--- src/rtl/module_program_loader_pkg.sv ---
// Shared types and helpers for the instruction-memory program loader.
package module_program_loader_pkg;

    // Loader sequencing: gather bytes, write a word, repeat, then signal completion.
    typedef enum logic [1:0] {
        IDLE    = 2'd0,
        COLLECT = 2'd1,
        WRITE   = 2'd2,
        FINISH  = 2'd3
    } state_t;

    // Number of stream bytes that make up one instruction word.
    function automatic int bytes_per_word(input int word_size);
        return word_size / 8;
    endfunction

endpackage

--- src/rtl/module_program_loader_if.sv ---
// Byte stream in (valid/ready) plus the instruction-memory programming port out.
interface module_program_loader_if #(
    parameter int ADDRESS_BITS = 32,
    parameter int WORD_SIZE    = 32
) ();
    logic                    byte_valid;
    logic [7:0]              byte_data;
    logic                    byte_ready;
    logic                    prog;
    logic [ADDRESS_BITS-1:0] addr;
    logic [WORD_SIZE-1:0]    code;

    // Loader side: consumes bytes, drives memory writes.
    modport slave  (input  byte_valid, byte_data,
                    output byte_ready, prog, addr, code);
    // Host/bench side: produces bytes, observes memory writes.
    modport master (output byte_valid, byte_data,
                    input  byte_ready, prog, addr, code);
endinterface

--- src/rtl/module_program_loader.sv ---
// Packs a little-endian byte stream into words and writes them to instruction
// memory at consecutive addresses from 0, holding the CPU while loading.
module module_program_loader
    import module_program_loader_pkg::*;
#(
    parameter int ADDRESS_BITS = 32,
    parameter int WORD_SIZE    = 32,
    parameter int MEMORY       = 1024
) (
    input  logic                    clk,
    input  logic                    rst_n,
    input  logic                    start,
    input  logic [ADDRESS_BITS-1:0] len_words,
    module_program_loader_if.slave  lb,
    output logic                    cpu_hold,
    output logic                    busy,
    output logic                    done,
    output logic                    err
);

    localparam int BPW   = bytes_per_word(WORD_SIZE);
    localparam int CNT_W = (BPW > 1) ? $clog2(BPW) : 1;
    localparam logic [CNT_W-1:0] LAST_BYTE = CNT_W'(BPW - 1);

    state_t                  state, state_nxt;
    logic [ADDRESS_BITS-1:0] len_q, word_idx, addr_q;
    logic [CNT_W-1:0]        byte_cnt;
    logic [WORD_SIZE-1:0]    pack, word_nxt, code_q;
    logic                    byte_ready_w, prog_w, accept, len_bad, last_word;

    assign len_bad   = len_words > ADDRESS_BITS'(MEMORY);
    assign accept    = lb.byte_valid && byte_ready_w;
    assign last_word = (word_idx + ADDRESS_BITS'(1)) == len_q;
    assign busy      = (state != IDLE);
    assign cpu_hold  = busy;

    assign lb.byte_ready = byte_ready_w;
    assign lb.prog       = prog_w;
    assign lb.addr       = addr_q;
    assign lb.code       = code_q;

    // Merge the incoming byte into its little-endian lane of the partial word.
    always_comb begin
        word_nxt = pack;
        word_nxt[{byte_cnt, 3'b000} +: 8] = lb.byte_data;
    end

    // State register.
    always_ff @(posedge clk or negedge rst_n) begin
        if (!rst_n) state <= IDLE;
        else        state <= state_nxt;
    end

    // Next-state and per-state strobes.
    always_comb begin
        state_nxt    = state;
        byte_ready_w = 1'b0;
        prog_w       = 1'b0;
        done         = 1'b0;
        case (state)
            IDLE: begin
                if (start) state_nxt = (len_words == '0 || len_bad) ? FINISH : COLLECT;
            end
            COLLECT: begin
                byte_ready_w = 1'b1;
                if (lb.byte_valid && byte_cnt == LAST_BYTE) state_nxt = WRITE;
            end
            WRITE: begin
                prog_w    = 1'b1;
                state_nxt = last_word ? FINISH : COLLECT;
            end
            FINISH: begin
                done      = 1'b1;
                state_nxt = IDLE;
            end
            default: state_nxt = IDLE;
        endcase
    end

    // Datapath: length latch, byte packing, word counter, write port registers.
    // The word counter stops at len-1 so it never points past the memory.
    always_ff @(posedge clk or negedge rst_n) begin
        if (!rst_n) begin
            len_q    <= '0;
            word_idx <= '0;
            byte_cnt <= '0;
            pack     <= '0;
            addr_q   <= '0;
            code_q   <= '0;
            err      <= 1'b0;
        end else begin
            case (state)
                IDLE: begin
                    if (start) begin
                        len_q    <= len_words;
                        word_idx <= '0;
                        byte_cnt <= '0;
                        err      <= len_bad;
                    end
                end
                COLLECT: begin
                    if (accept) begin
                        pack <= word_nxt;
                        if (byte_cnt == LAST_BYTE) begin
                            byte_cnt <= '0;
                            addr_q   <= word_idx;
                            code_q   <= word_nxt;
                        end else begin
                            byte_cnt <= byte_cnt + CNT_W'(1);
                        end
                    end
                end
                WRITE: begin
                    if (!last_word) word_idx <= word_idx + ADDRESS_BITS'(1);
                end
                default: ;
            endcase
        end
    end

endmodule

--- src/flat_wrapper.sv ---
// flat-port wrapper written by rule: the top's interface ports become plain ports
module module_program_loader_flat import module_program_loader_pkg::*;
#(
    parameter int ADDRESS_BITS = 32,
    parameter int WORD_SIZE    = 32,
    parameter int MEMORY       = 1024
)
  (clk, rst_n, start, len_words, cpu_hold, busy, done, err, lb_byte_valid, lb_byte_data, lb_byte_ready, lb_prog, lb_addr, lb_code);
  module_program_loader_if #(.ADDRESS_BITS(ADDRESS_BITS), .WORD_SIZE(WORD_SIZE)) lb_i ();
  input  logic clk;
  input  logic rst_n;
  input  logic start;
  input  logic [ADDRESS_BITS-1:0] len_words;
  output logic cpu_hold;
  output logic busy;
  output logic done;
  output logic err;
  input wire logic [$bits(lb_i.byte_valid)-1:0] lb_byte_valid;
  input wire logic [$bits(lb_i.byte_data)-1:0] lb_byte_data;
  output wire logic [$bits(lb_i.byte_ready)-1:0] lb_byte_ready;
  output wire logic [$bits(lb_i.prog)-1:0] lb_prog;
  output wire logic [$bits(lb_i.addr)-1:0] lb_addr;
  output wire logic [$bits(lb_i.code)-1:0] lb_code;
  assign lb_i.byte_valid = lb_byte_valid;
  assign lb_i.byte_data = lb_byte_data;
  assign lb_byte_ready = lb_i.byte_ready;
  assign lb_prog = lb_i.prog;
  assign lb_addr = lb_i.addr;
  assign lb_code = lb_i.code;
  module_program_loader #(.ADDRESS_BITS(ADDRESS_BITS), .WORD_SIZE(WORD_SIZE), .MEMORY(MEMORY)) u_core (.clk(clk), .rst_n(rst_n), .start(start), .len_words(len_words), .lb(lb_i), .cpu_hold(cpu_hold), .busy(busy), .done(done), .err(err));
endmodule
--- config.mk ---
export PLATFORM = sky130hd
export DESIGN_NAME = module_program_loader_flat
export DESIGN_NICKNAME = d
export VERILOG_FILES = /design/src/rtl/module_program_loader_pkg.sv /design/src/rtl/module_program_loader_if.sv /design/src/rtl/module_program_loader.sv /design/src/flat_wrapper.sv
export SDC_FILE = /design/constraint.sdc
export NUM_CORES = 1
export LEC_CHECK = 0
export BUFFER_PORTS_ARGS = -buffer_cell sky130_fd_sc_hd__buf_2
export CORE_ASPECT_RATIO = 1.1
export CORE_MARGIN = 3
export CORE_UTILIZATION = 55
export DETAILED_ROUTE_END_ITERATION = 16
export HOLD_SLACK_MARGIN = 0.08
export PLACE_DENSITY = 0.85
export SYNTH_ARGS = -nofsm -noshare
export SYNTH_HDL_FRONTEND = slang
export SYNTH_SLANG_ARGS = --single-unit
--- constraint.sdc ---
create_clock -name clk -period 4.7 [get_ports clk]
set_clock_uncertainty 0.1 [all_clocks]
set_input_delay 0 -clock clk [delete_from_list [all_inputs] [get_ports clk]]
set_output_delay 0 -clock clk [all_outputs]
set_load 0.01 [all_outputs]
Word-level counts from Yosys, hierarchy flattened
Cells that the tools add are included.

cells by class
  add/sub/neg operators = 3
  $lt $le $gt $ge = 1
  eq/ne operators = 9
  shift-type cells = 2
  mux-type cells = 16
  reductions and logical operators = 14

operator list
  kind                    number
  $mux 32                 2
  $pmux 32 s2             1
  $add 32x1->32 const B   1
  $bwmux 32               1
  $eq 32x32->1            1
  $gt 32x11->1 const B    1
  $logic_not 32->1        1
  $shift 8x7->32 const A  1
  $shiftx 8x7->32         1
  $mux 2                  7
  $reduce_and 3->1        3
  $pmux 2 s4              1
  $neg 5->7               1
  $eq 2x2->1 const B      3
  $reduce_and 2->1        3
  $reduce_bool 2->1       3
  $ne 2x1->1 const B      2
  $ne 2x2->1 const B      2
  $pmux 2 s2              1
  $mux 1                  3
  $add 2x1->2 const B     1
  $eq 2x1->1 const B      1
  $logic_and 1x1->1       2
  $logic_not 2->1         1
  $logic_or 1x1->1        1

word-level totals
  bits in registers = 165
  output and inout port bits = 70
  logic and storage cells = 53

Longest topological paths before layout
Gate-level depths: netlist of the first run.

  depth after elaboration = 5
  mapped depth = 13
  depth with buffers taken out = 9

Least setup slack after synthesis of the first run
Ideal clock, no wire load.

  kind = reg2reg
  start = register u_core.word_idx[1]
  end = register u_core.word_idx[10]
  library setup time = 0.126 ns
  data arrival time = 3.343 ns
  setup slack = 1.131 ns
  stages on the path, launching flop included = 12
  buffers on the path = 2
  clock period less this slack = 3.569 ns
  path through = dfrtp_1 -> ha_1 -> nand3_1 -> nor4_2 -> nand4_1 -> xnor2_1 -> or4_1 -> or4_1 -> or2_1 -> buf_6 -> buf_6 -> a221o_1

on the way
  word-level cells in the longest chain between the ends = 4
  elaborated cells on any way between the ends = 6

ends and longest elaborated chain
  item                        RTL line                                                   RTL
  from (decl)                 module_program_loader.sv:26                                logic [ADDRESS_BITS-1:0] len_q, word_idx, addr_q;
  from (signal assigned)      module_program_loader.sv:114                               if (!last_word) word_idx <= word_idx + ADDRESS_BITS'(1);
  $add 32x1->32 (*)           module_program_loader.sv:33, module_program_loader.sv:114
  $eq 32x32->1                module_program_loader.sv:33                                assign last_word = (word_idx + ADDRESS_BITS'(1)) == len_q;
  $ne 2x2->1 (no line)        n/a
  $reduce_and 3->1 (no line)  n/a

Every way passes the cells marked *; elsewhere a longest branch is shown, timed or not. The select of a mux whose other input is x is not followed.
A chain may end at the register's enable or synchronous reset.

Final worst setup path of the first run
  start = register u_core.word_idx[0]
  end = register u_core.word_idx[31]

Same word-level chain as after synthesis.

==> out/metrics.cfg, run 1 <==
[status]
status=completed

[critical_path]
cp_slowest_cell=or2_1
path_buf_inv=0
critical-path-top-delay-family=simple AND/OR/NAND/NOR gates
required_ns=4.91
crit_path_cell_trace=ha_1 > and3_1 > nand4_4 > nor4_4 > xnor2_1 > or4_1 > or4_1 > or2_1 > a221o_2
r2r-start=u_core.word_idx[0]$_DFFE_PN0P_
crit_arrival_ns=4.48
critical-path-max-stage-delay_ns=0.60
rrSetupSlack_ns=0.43
cp_common_cell=or4_1
worst-setup-path-type=reg2reg
r2r-end=u_core.word_idx[31]$_DFFE_PN0P_
reg2regPathDepth=9
worstSetupStartpointType=register
path_max_fanout=24
end_kind=register

[cells_and_area]
fill_cells=1134
area_delta_synth_final_pct=16.83
diodes=0
final_cell_area_mm2=0.01029
instances_no_fill=1177
drive_above_1_share_pct=24.77
nets=1019

[logic_synthesis]
synth_compound_area_share_pct=13.53
netlist_area_mm2=0.008811
ys_top_cells_by_area=dfrtp_1 47%, mux2_2 7.7%, a22o_1 3.5%
synth_area_per_cell_um2=10.39
synth-edff-count=0
yosys.area_share.simple_pct=20.26
syn_nets=899
synth-seq-cells=165
syn_inst=848
synth_top_cell_by_area=dfrtp_1
synth-main-ff-cell=dfrtp_1
async_flop_share_pct=100.0
synthMuxAreaShare_pct=7.895
synth_fa_ha_area_share_pct=0.9940
yosys_warnings=0
synth_xor_area_share_pct=4.374
synth_top_family_by_area=simple AND/OR/NAND/NOR gates
yosysTopAreaCellShare_pct=46.86
seq_area_frac_synth_pct=46.86
synth_cell_types=68

[clocking]
cts_root_buffer=clkbuf_16
hold_buffers=46
clock_latency_ns=0.44
clockBufferDepth=2
cts_sinks=165
cts_setup_buffers=0
clkTransAtPathRegs_ns=0.07
ctsResizeCount=0
cts_buffers=17
cts_tree=built
htreeDepth=4

[drt]
vias=7206
ant_nets=0
drt_iter0_markers=749
drc=0
firstDrtPassIters=5
wl_per_cell_um=19.72
drt-total-wl_um=23210
vias_per_cell=6.122

[global_routing]
grt_pass1_wl_um=37740
met2_usage_pct=40.69
grt_pass1_vias=7048
met3_usage_pct=5.855
grt.overflow.total=0
use_met1_pct=37.32
top_usage_layer=met2
antenna_found_initial=0
grt_start_max_net_pins=101
grt_usage_pct=26.76

[timing]
slew_headroom_pct=31.85
finalHoldViolCount=0
fin_crit_sh_pct=90.82
setup_slack_ns=0.4315
final_max_slew_viol_count=0
rsz0062_at_grt=no
final.min_clock_period_ns=4.269
setup_tns_ns=0
max_freq_mhz=234.3
setup_viol=0
tightest_slew_ns=1.022

[die]
rows=47
die_y_um=138.7
die-area_mm2=0.01758
io_pins=114
die_x_um=126.7
fp.coreArea_mm2=0.01535
initial_utilization_pct=57.41

[place]
postPlaceCellArea_mm2=0.009258
hpwlAfterDp_um=15420
io_buffers=113
dpl.cell_count=1099
globalplace.congestion=0.9586
place_ws_ns=0.5401

[run]
drv_cap=0

[power]
pwr_density_cell_mw_per_mm2=479.6
irDropWorstVdd_uv=268.9
power.leakage_nw=4.783

[hold_path]
hold_path_depth=3
worstHoldStart=len_words[28]
min_path_type=in2reg
hold_end=u_core.len_q[28]$_DFFE_PN0P_

## cell families (layout without fill, tap and decap cells)
kind of cell,after synthesis,after routing
and+or+nand+nor,318,318
AOI/OAI and AO/OA,170,170
muxes,62,62
buffers and inverters,82,215
DFF,165,165
xor gates and xnor gates,44,44
adders and majority gates,7,7
## how the worst max path moves through the flow
stage	from	endpoint	slack (ns)	cells after the start
4_1_cts	u_core.word_idx[0]$_DFFE_PN0P_	u_core.word_idx[31]$_DFFE_PN0P_	0.52	9
3_5_place_dp	u_core.word_idx[0]$_DFFE_PN0P_	u_core.word_idx[7]$_DFFE_PN0P_	0.54	9
6_report	u_core.word_idx[0]$_DFFE_PN0P_	u_core.word_idx[31]$_DFFE_PN0P_	0.43	9
2_1_floorplan	u_core.word_idx[1]$_DFFE_PN0P_	u_core.word_idx[10]$_DFFE_PN0P_	1.13	11
3_3_place_gp	u_core.word_idx[0]$_DFFE_PN0P_	u_core.word_idx[9]$_DFFE_PN0P_	0.59	9
5_1_grt	u_core.word_idx[0]$_DFFE_PN0P_	u_core.word_idx[8]$_DFFE_PN0P_	0.24	9
## report_power, final
group	leakage (nW)	internal, W	switching, W
Combinational	2.31	0.000729	0.000830
Clock	0.263	0.000703	0.000622
Sequential	2.21	0.00177	0.000281
## synthesized netlist by cell type (26+ instances only)
cell and count:
dfrtp_1 165, nand2_1 73, mux2_2 60, o21ai_0 46, a21oi_1 41, nor3_1 37
nor2b_1 36, a22o_1 35, and3_1 30, xnor2_1 30, nand3_1 28, clkbuf_1 27
a221o_1 26
## layer usage
metal,wire length (um),part of all wire (%),vias to the layer above
li1,-,-,3341
met1,10020,43,3468
met2,10850,47,354
met3,1671,7.2,43
met4,671,2.9,0
met5,0,0,-
## placed cells by master (no fill, tap or decap), types with 4 or more instances in the layout
master / synthesis / layout
clkinvlp_4: 0 / 4
a221o_1: 26 / 26
xor2_1: 14 / 14
and3_1: 30 / 30
dlygate4sd3_1: 3 / 45
clkbuf_16: 0 / 17
ha_1: 7 / 7
dfrtp_1: 165 / 165
a21oi_1: 41 / 41
nand3_1: 28 / 28
nor2b_1: 36 / 36
xnor2_1: 30 / 30
nor3_1: 37 / 37
nor2_1: 25 / 24
a22o_1: 35 / 35
or4_1: 7 / 7
nand2b_1: 4 / 4
o21ai_0: 46 / 46
nand2_1: 73 / 72
mux2_2: 60 / 60
or3_1: 5 / 5
inv_1: 11 / 11
clkinv_4: 0 / 4
buf_2: 7 / 112
buf_4: 6 / 12
and4_1: 5 / 5
a221o_2: 4 / 4
and2_1: 7 / 7
nand4_1: 16 / 16
nor4_1: 18 / 18
## sequential cells by signal (all words and copies together) (netlist names)
name             count
u_core.byte_cnt      2
u_core.word_idx     32
u_core.len_q        32
u_core.err           1
u_core.lb.addr      32
u_core.lb.code      32
u_core.pack         32
u_core.state         2
## worst min-delay path: stages
cell	delay [ns]
dlygate4sd3_1	0.52
buf_2	0.11
mux2_2	0.13
## per-stage QoR
step / power (W) / util, % / hold WS, ns
6_report: 0.004937 / 67.07 / 0.2541
5_1_grt: 0.005212 / 67.07 / 0.2591
4_1_cts: 0.004935 / 67.07 / 0.2294
3_5_place_dp: 0.003572 / 60.32 / -0.1481
3_3_place_gp: 0.003524 / 60.32 / -0.1500
2_1_floorplan: 0.003115 / - / -0.3956
## layout make-up
class                      instances  area (um^2)  area share [%]
multi-input combinational        601         4160           40.42
clock inverter                    14        118.9           1.155
timing repair buffer             172         1160           11.27
tap                              196        245.2           2.382
sequential                       165         4129           40.11
inverter                          11        41.29          0.4011
clock buffer                      18        439.2           4.266
Power figures use the tool's default switching activity.
==> run 2: changes to the inputs <==
clock period = 4.1 ns   (was 4.7 ns; I/O delays follow)
==> run 2 against run 1 <==
Compared with the run above:
- combinational power up 14%
- power up 14%
- non-clock buffer count up 10
- first-iteration DRC count down 17%
- critical path type unchanged
- critical endpoint is now u_core.word_idx[9]$_DFFE_PN0P_
- largest cell class unchanged
==> out/metrics.cfg, run 2 (synthesized netlist as in run 1, its figures left out) <==
[place]
globalplace.congestion=0.9250  ; -3.5%
io_buffers=113  ; unchanged
postPlaceCellArea_mm2=0.009335  ; +0.84%
hpwlAfterDp_um=15920  ; +3.2%

[die]
rows=47  ; unchanged
die_x_um=126.7  ; unchanged
die-area_mm2=0.01758  ; unchanged
io_pins=114  ; unchanged
fp.coreArea_mm2=0.01535  ; unchanged
initial_utilization_pct=57.41  ; unchanged
die_y_um=138.7  ; unchanged

[clocking]
cts_sinks=165  ; unchanged
cts_tree=built
clockBufferDepth=2  ; unchanged
cts_root_buffer=clkbuf_16
clock_latency_ns=0.43  ; about the same
cts_buffers=17  ; unchanged
cts_setup_buffers=0  ; unchanged
htreeDepth=4  ; unchanged
clkTransAtPathRegs_ns=0.07  ; about the same

[critical_path]
end_kind=register
path_max_fanout=19  ; -21%
worstSetupStartpointType=register
worst-setup-path-type=reg2reg
r2r-start=u_core.word_idx[0]$_DFFE_PN0P_
required_ns=4.31  ; -0.60 ns
crit_arrival_ns=4.08  ; -0.40 ns
setup.worst_path.start=u_core.word_idx[0]$_DFFE_PN0P_

[cells_and_area]
layout_commonest_cell=dfrtp_1
nets=1029  ; +0.98%
fill_cells=1148  ; +1.2%
final_cell_mix=165 x dfrtp_1, 112 x buf_2, 72 x nand2_1
area_delta_synth_final_pct=17.13
diodes=0  ; unchanged
final_cell_area_mm2=0.01032  ; +0.26%
drive_above_1_share_pct=25.38  ; +0.61 points

[drt]
drt-total-wl_um=23650  ; +1.9%
wl_per_cell_um=19.96  ; +1.2%
ant_nets=0  ; unchanged
drc=0  ; unchanged
drt_iter0_markers=624  ; -17%
firstDrtPassIters=5  ; unchanged
vias=7289  ; +1.2%
vias_per_cell=6.151  ; +0.47%

[timing]
setup_tns_ns=0  ; unchanged
fin_crit_sh_pct=94.27  ; +3.5 points
final_max_slew_viol_count=0  ; unchanged
finalHoldViolCount=0  ; unchanged
rsz0062_at_grt=no
setup_viol=0  ; unchanged
final.min_clock_period_ns=3.865  ; -0.4033 ns
max_freq_mhz=258.7  ; +10%
slew_headroom_pct=33.11  ; +1.3 points
tightest_slew_ns=1.003  ; -0.01889 ns

[global_routing]
grt_start_max_net_pins=105  ; +4.0%
grt_pass1_wl_um=38200  ; +1.2%
grt_usage_pct=27.13  ; +0.37 points
grt.overflow.total=0  ; unchanged
antenna_found_initial=0  ; unchanged
grt_pass1_vias=7138  ; +1.3%

[hold_path]
min_path_type=in2async

[status]
status=completed

[run]
drv_cap=0  ; unchanged

[power]
irDropWorstVdd_uv=328.2  ; +22%
power.leakage_nw=4.815  ; +0.65%
pwr_density_cell_mw_per_mm2=545.5  ; +14%

-- run 2: cell types whose count changed in the layout (fill, tap and decap cells not counted) --
cell / change
bufinv_16: +1
dlygate4sd3_1: -1
buf_12: -1
clkinv_4: -4
clkbuf_1: +1
inv_8: -2
buf_16: -1
buf_4: +13
clkinv_2: +2
-- run 2: area by class of cell --
| cell class | count | area, um^2 | share of cell area, % |
|---|---|---|---|
| Clock inverter | 11 | 101.3 | 0.9821 |
| Inverter | 11 | 41.29 | 0.4001 |
| Multi-Input combinational cell | 601 | 4160 | 40.31 |
| Tap cell | 196 | 245.2 | 2.376 |
| Clock buffer | 19 | 442.9 | 4.292 |
| Timing Repair Buffer | 182 | 1200 | 11.63 |
| Sequential cell | 165 | 4129 | 40.01 |
-- run 2: final timing paths --
kind                       depth (start not counted)                        endpoint  slack [ns]
max reg2reg                                       11  u_core.word_idx[9]$_DFFE_PN0P_        0.23
max                                               11  u_core.word_idx[9]$_DFFE_PN0P_        0.23
min in group clk                                   3    u_core.len_q[28]$_DFFE_PN0P_        0.26
min                                                2  u_core.lb.code[12]$_DFFE_PN0P_        0.15
max in group asynchronous                          3  u_core.lb.code[30]$_DFFE_PN0P_        2.74
min reg2reg                                        2   u_core.lb.code[3]$_DFFE_PN0P_        0.37
-- run 2: repair_timing --
item,CTS,global route
hold endpoints to repair,203,0
hold buffers,44,0
endpoints found under the setup margin,0,0
gates resized for setup,0,0
-- run 2: metal layers --
metal | global-route usage, % | up-vias | wire, um
met3 | 5.123 | 56 | 1507
met4 | 10.73 | 0 | 732
met5 | 0 | - | 0
met2 | 44.12 | 318 | 11330
met1 | 35.96 | 3556 | 10080
li1 | - | 3359 | -
-- run 2: critical path, cell delays in order, from the launching register on --
cell,delay (ns)
dfrtp_1,0.49
ha_1,0.31
and3_1,0.29
buf_4,0.18
nand4_1,0.15
xnor2_1,0.25
nand4b_1,0.10
or4_1,0.54
or4_1,0.46
or2_1,0.27
buf_4,0.22
a221o_2,0.37
-- run 2: power by group --
group	internal, W	switching, W	leakage [nW]
Clock	0.000846	0.000653	0.258
Sequential	0.00203	0.000317	2.21
Combinational	0.000828	0.000953	2.34
-- run 2: stage by stage --
| stage | worst slack [ns] | total power [W] | cells | hold slack [ns] | utilization [%] |
|---|---|---|---|---|---|
| 2_1_floorplan | 0.5309 | 0.003571 | 848 | -0.3956 | - |
| 3_3_place_gp | 0.3647 | 0.004024 | 1111 | 0.06538 | 60.82 |
| 3_5_place_dp | 0.3222 | 0.004086 | 1111 | 0.08084 | 60.82 |
| 4_1_cts | 0.2712 | 0.005632 | 1185 | 0.1912 | 67.24 |
| 5_1_grt | 0.01252 | 0.005961 | 1185 | 0.2052 | 67.24 |
| 6_report | 0.2348 | 0.005629 | 1185 | 0.1453 | 67.24 |
==> run 3: changes to the inputs <==
GPL_TIMING_DRIVEN = 0   (was not set)
SKIP_CTS_REPAIR_TIMING = 1   (was not set)
==> run 3 against run 2 <==
Compared with the run above:
- non-clock buffer count increased by 39
- maximum frequency decreased by 3.3%
- via count increased by 4.5%
- largest power group unchanged
- highest routed layer unchanged
==> out/metrics.cfg, run 3 (synthesized netlist as in run 1, its figures left out) <==
[drt]
wl_per_cell_um=19.76  ; -0.97%
firstDrtPassIters=6  ; +1
ant_nets=0  ; unchanged
drc=0  ; unchanged
vias=7615  ; +4.5%
vias_per_cell=6.211  ; +0.98%
drt_iter0_markers=756  ; +21%
drt-total-wl_um=24230  ; +2.5%

[critical_path]
crit_end=u_core.word_idx[21]$_DFFE_PN0P_
end_kind=register
r2r-start=u_core.word_idx[1]$_DFFE_PN0P_
path_max_fanout=10  ; -9
worstSetupStartpointType=register
reg2regPathDepth=11  ; unchanged
rrSetupSlack_ns=0.10  ; -0.13 ns
crit_arrival_ns=4.21  ; +0.13 ns
setup.worst_path.start=u_core.word_idx[1]$_DFFE_PN0P_
required_ns=4.32  ; about the same
r2r-end=u_core.word_idx[21]$_DFFE_PN0P_
worst-setup-path-type=reg2reg

[die]
io_pins=114  ; unchanged
die-area_mm2=0.01758  ; unchanged
rows=47  ; unchanged
die_y_um=138.7  ; unchanged
die_x_um=126.7  ; unchanged
initial_utilization_pct=57.41  ; unchanged
fp.coreArea_mm2=0.01535  ; unchanged

[power]
irDropWorstVdd_uv=383.1  ; +17%
pwr_density_cell_mw_per_mm2=547.0  ; +0.28%
power.leakage_nw=4.989  ; +3.6%

[cells_and_area]
drive_above_1_share_pct=24.95  ; -0.43 points
nets=1068  ; +3.8%
diodes=0  ; unchanged
post-route-util_pct=69.84  ; +2.6 points
final_cell_mix=165 x dfrtp_1, 111 x buf_2, 73 x nand2_1
area_delta_synth_final_pct=21.66
layout_commonest_cell=dfrtp_1

[clocking]
cts_sinks=165  ; unchanged
cts_tree=built
htreeDepth=4  ; unchanged
cts_root_buffer=clkbuf_16
clkTransAtPathRegs_ns=0.07  ; about the same
clockBufferDepth=2  ; unchanged
cts_buffers=17  ; unchanged
clock_latency_ns=0.44  ; about the same

[place]
hpwlAfterDp_um=16620  ; +4.4%
globalplace.congestion=0.9601  ; +3.8%
io_buffers=105  ; -7.1%

[timing]
final.min_clock_period_ns=3.996  ; +0.1306 ns
holdWs_ns=0.04189  ; -0.1034 ns
setup_viol=0  ; unchanged
final_max_slew_viol_count=0  ; unchanged
finalHoldViolCount=0  ; unchanged
fin_crit_sh_pct=97.46  ; +3.2 points
max_freq_mhz=250.3  ; -3.3%
tightest_slew_ns=1.014  ; +0.01094 ns
slew_headroom_pct=31.86  ; -1.2 points

[run]
drv_cap=0  ; unchanged

[hold_path]
min_path_type=in2async

[global_routing]
antenna_found_initial=0  ; unchanged
grt_pass1_vias=7136  ; -0.028%
grt_pass1_wl_um=37070  ; -2.9%
grt_start_max_net_pins=89  ; -15%
grt.overflow.total=0  ; unchanged
grt_usage_pct=26.21  ; -0.92 points

[status]
status=completed

## run 3: area by class of cell
type / count / area (um^2)
repair buffers: 150 / 1003
well taps: 196 / 245.2
clock inverters: 14 / 171.4
plain buffers: 71 / 495.5
multi-input cells: 601 / 4194
inverters: 11 / 41.29
clock buffers: 18 / 439.2
flip-flops and latches: 165 / 4129
fillers: 1091 / 4629
## run 3: layer usage
| metal | GRT usage, % | vias up | wire (um) |
|---|---|---|---|
| li1 | - | 3443 | - |
| met5 | 0 | - | 0 |
| met1 | 34.99 | 3686 | 9742 |
| met2 | 41.89 | 415 | 11680 |
| met3 | 4.584 | 71 | 1880 |
| met4 | 11.86 | 0 | 931 |
## run 3: worst min-delay path by stage
stage,depth (start not counted),start,to
6_report,2,rst_n,u_core.lb.code[13]$_DFFE_PN0P_
5_1_grt,2,rst_n,u_core.lb.code[13]$_DFFE_PN0P_
4_1_cts,1,rst_n,u_core.lb.code[13]$_DFFE_PN0P_
3_5_place_dp,1,rst_n,u_core.lb.code[13]$_DFFE_PN0P_
3_3_place_gp,2,len_words[14],u_core.len_q[14]$_DFFE_PN0P_
2_1_floorplan,0,rst_n,u_core.byte_cnt[0]$_DFFE_PN0P_
## run 3: report_power, final
group | switching, W | internal [W]
logic | 0.00100 | 0.000873
registers | 0.000309 | 0.00203
clock network | 0.000717 | 0.000933
## run 3: through the flow
stage | setup WS, ns | TNS [ns] | area, um^2 | power [W] | instances
2_1_floorplan | 0.5309 | 0 | 8811 | 0.003571 | 848
3_3_place_gp | -0.3758 | -10.47 | 9582 | 0.004078 | 1149
3_5_place_dp | -0.3490 | -9.855 | 9619 | 0.004157 | 1150
4_1_cts | -0.4412 | -12.87 | 10230 | 0.005803 | 1182
5_1_grt | -0.01387 | -0.08265 | 10720 | 0.006179 | 1226
6_report | 0.1041 | 0 | 10720 | 0.005863 | 1226
## run 3: worst max-delay path: stages (launching register included)
cell and delay (ns):
dfrtp_1 0.47, ha_1 0.32, nand3_2 0.24, nor4_4 0.44, nand4_1 0.27, xnor2_1 0.20, or4_1 0.44, or4_1 0.52
or2_1 0.26, buf_6 0.14, buf_6 0.14, a221o_1 0.32
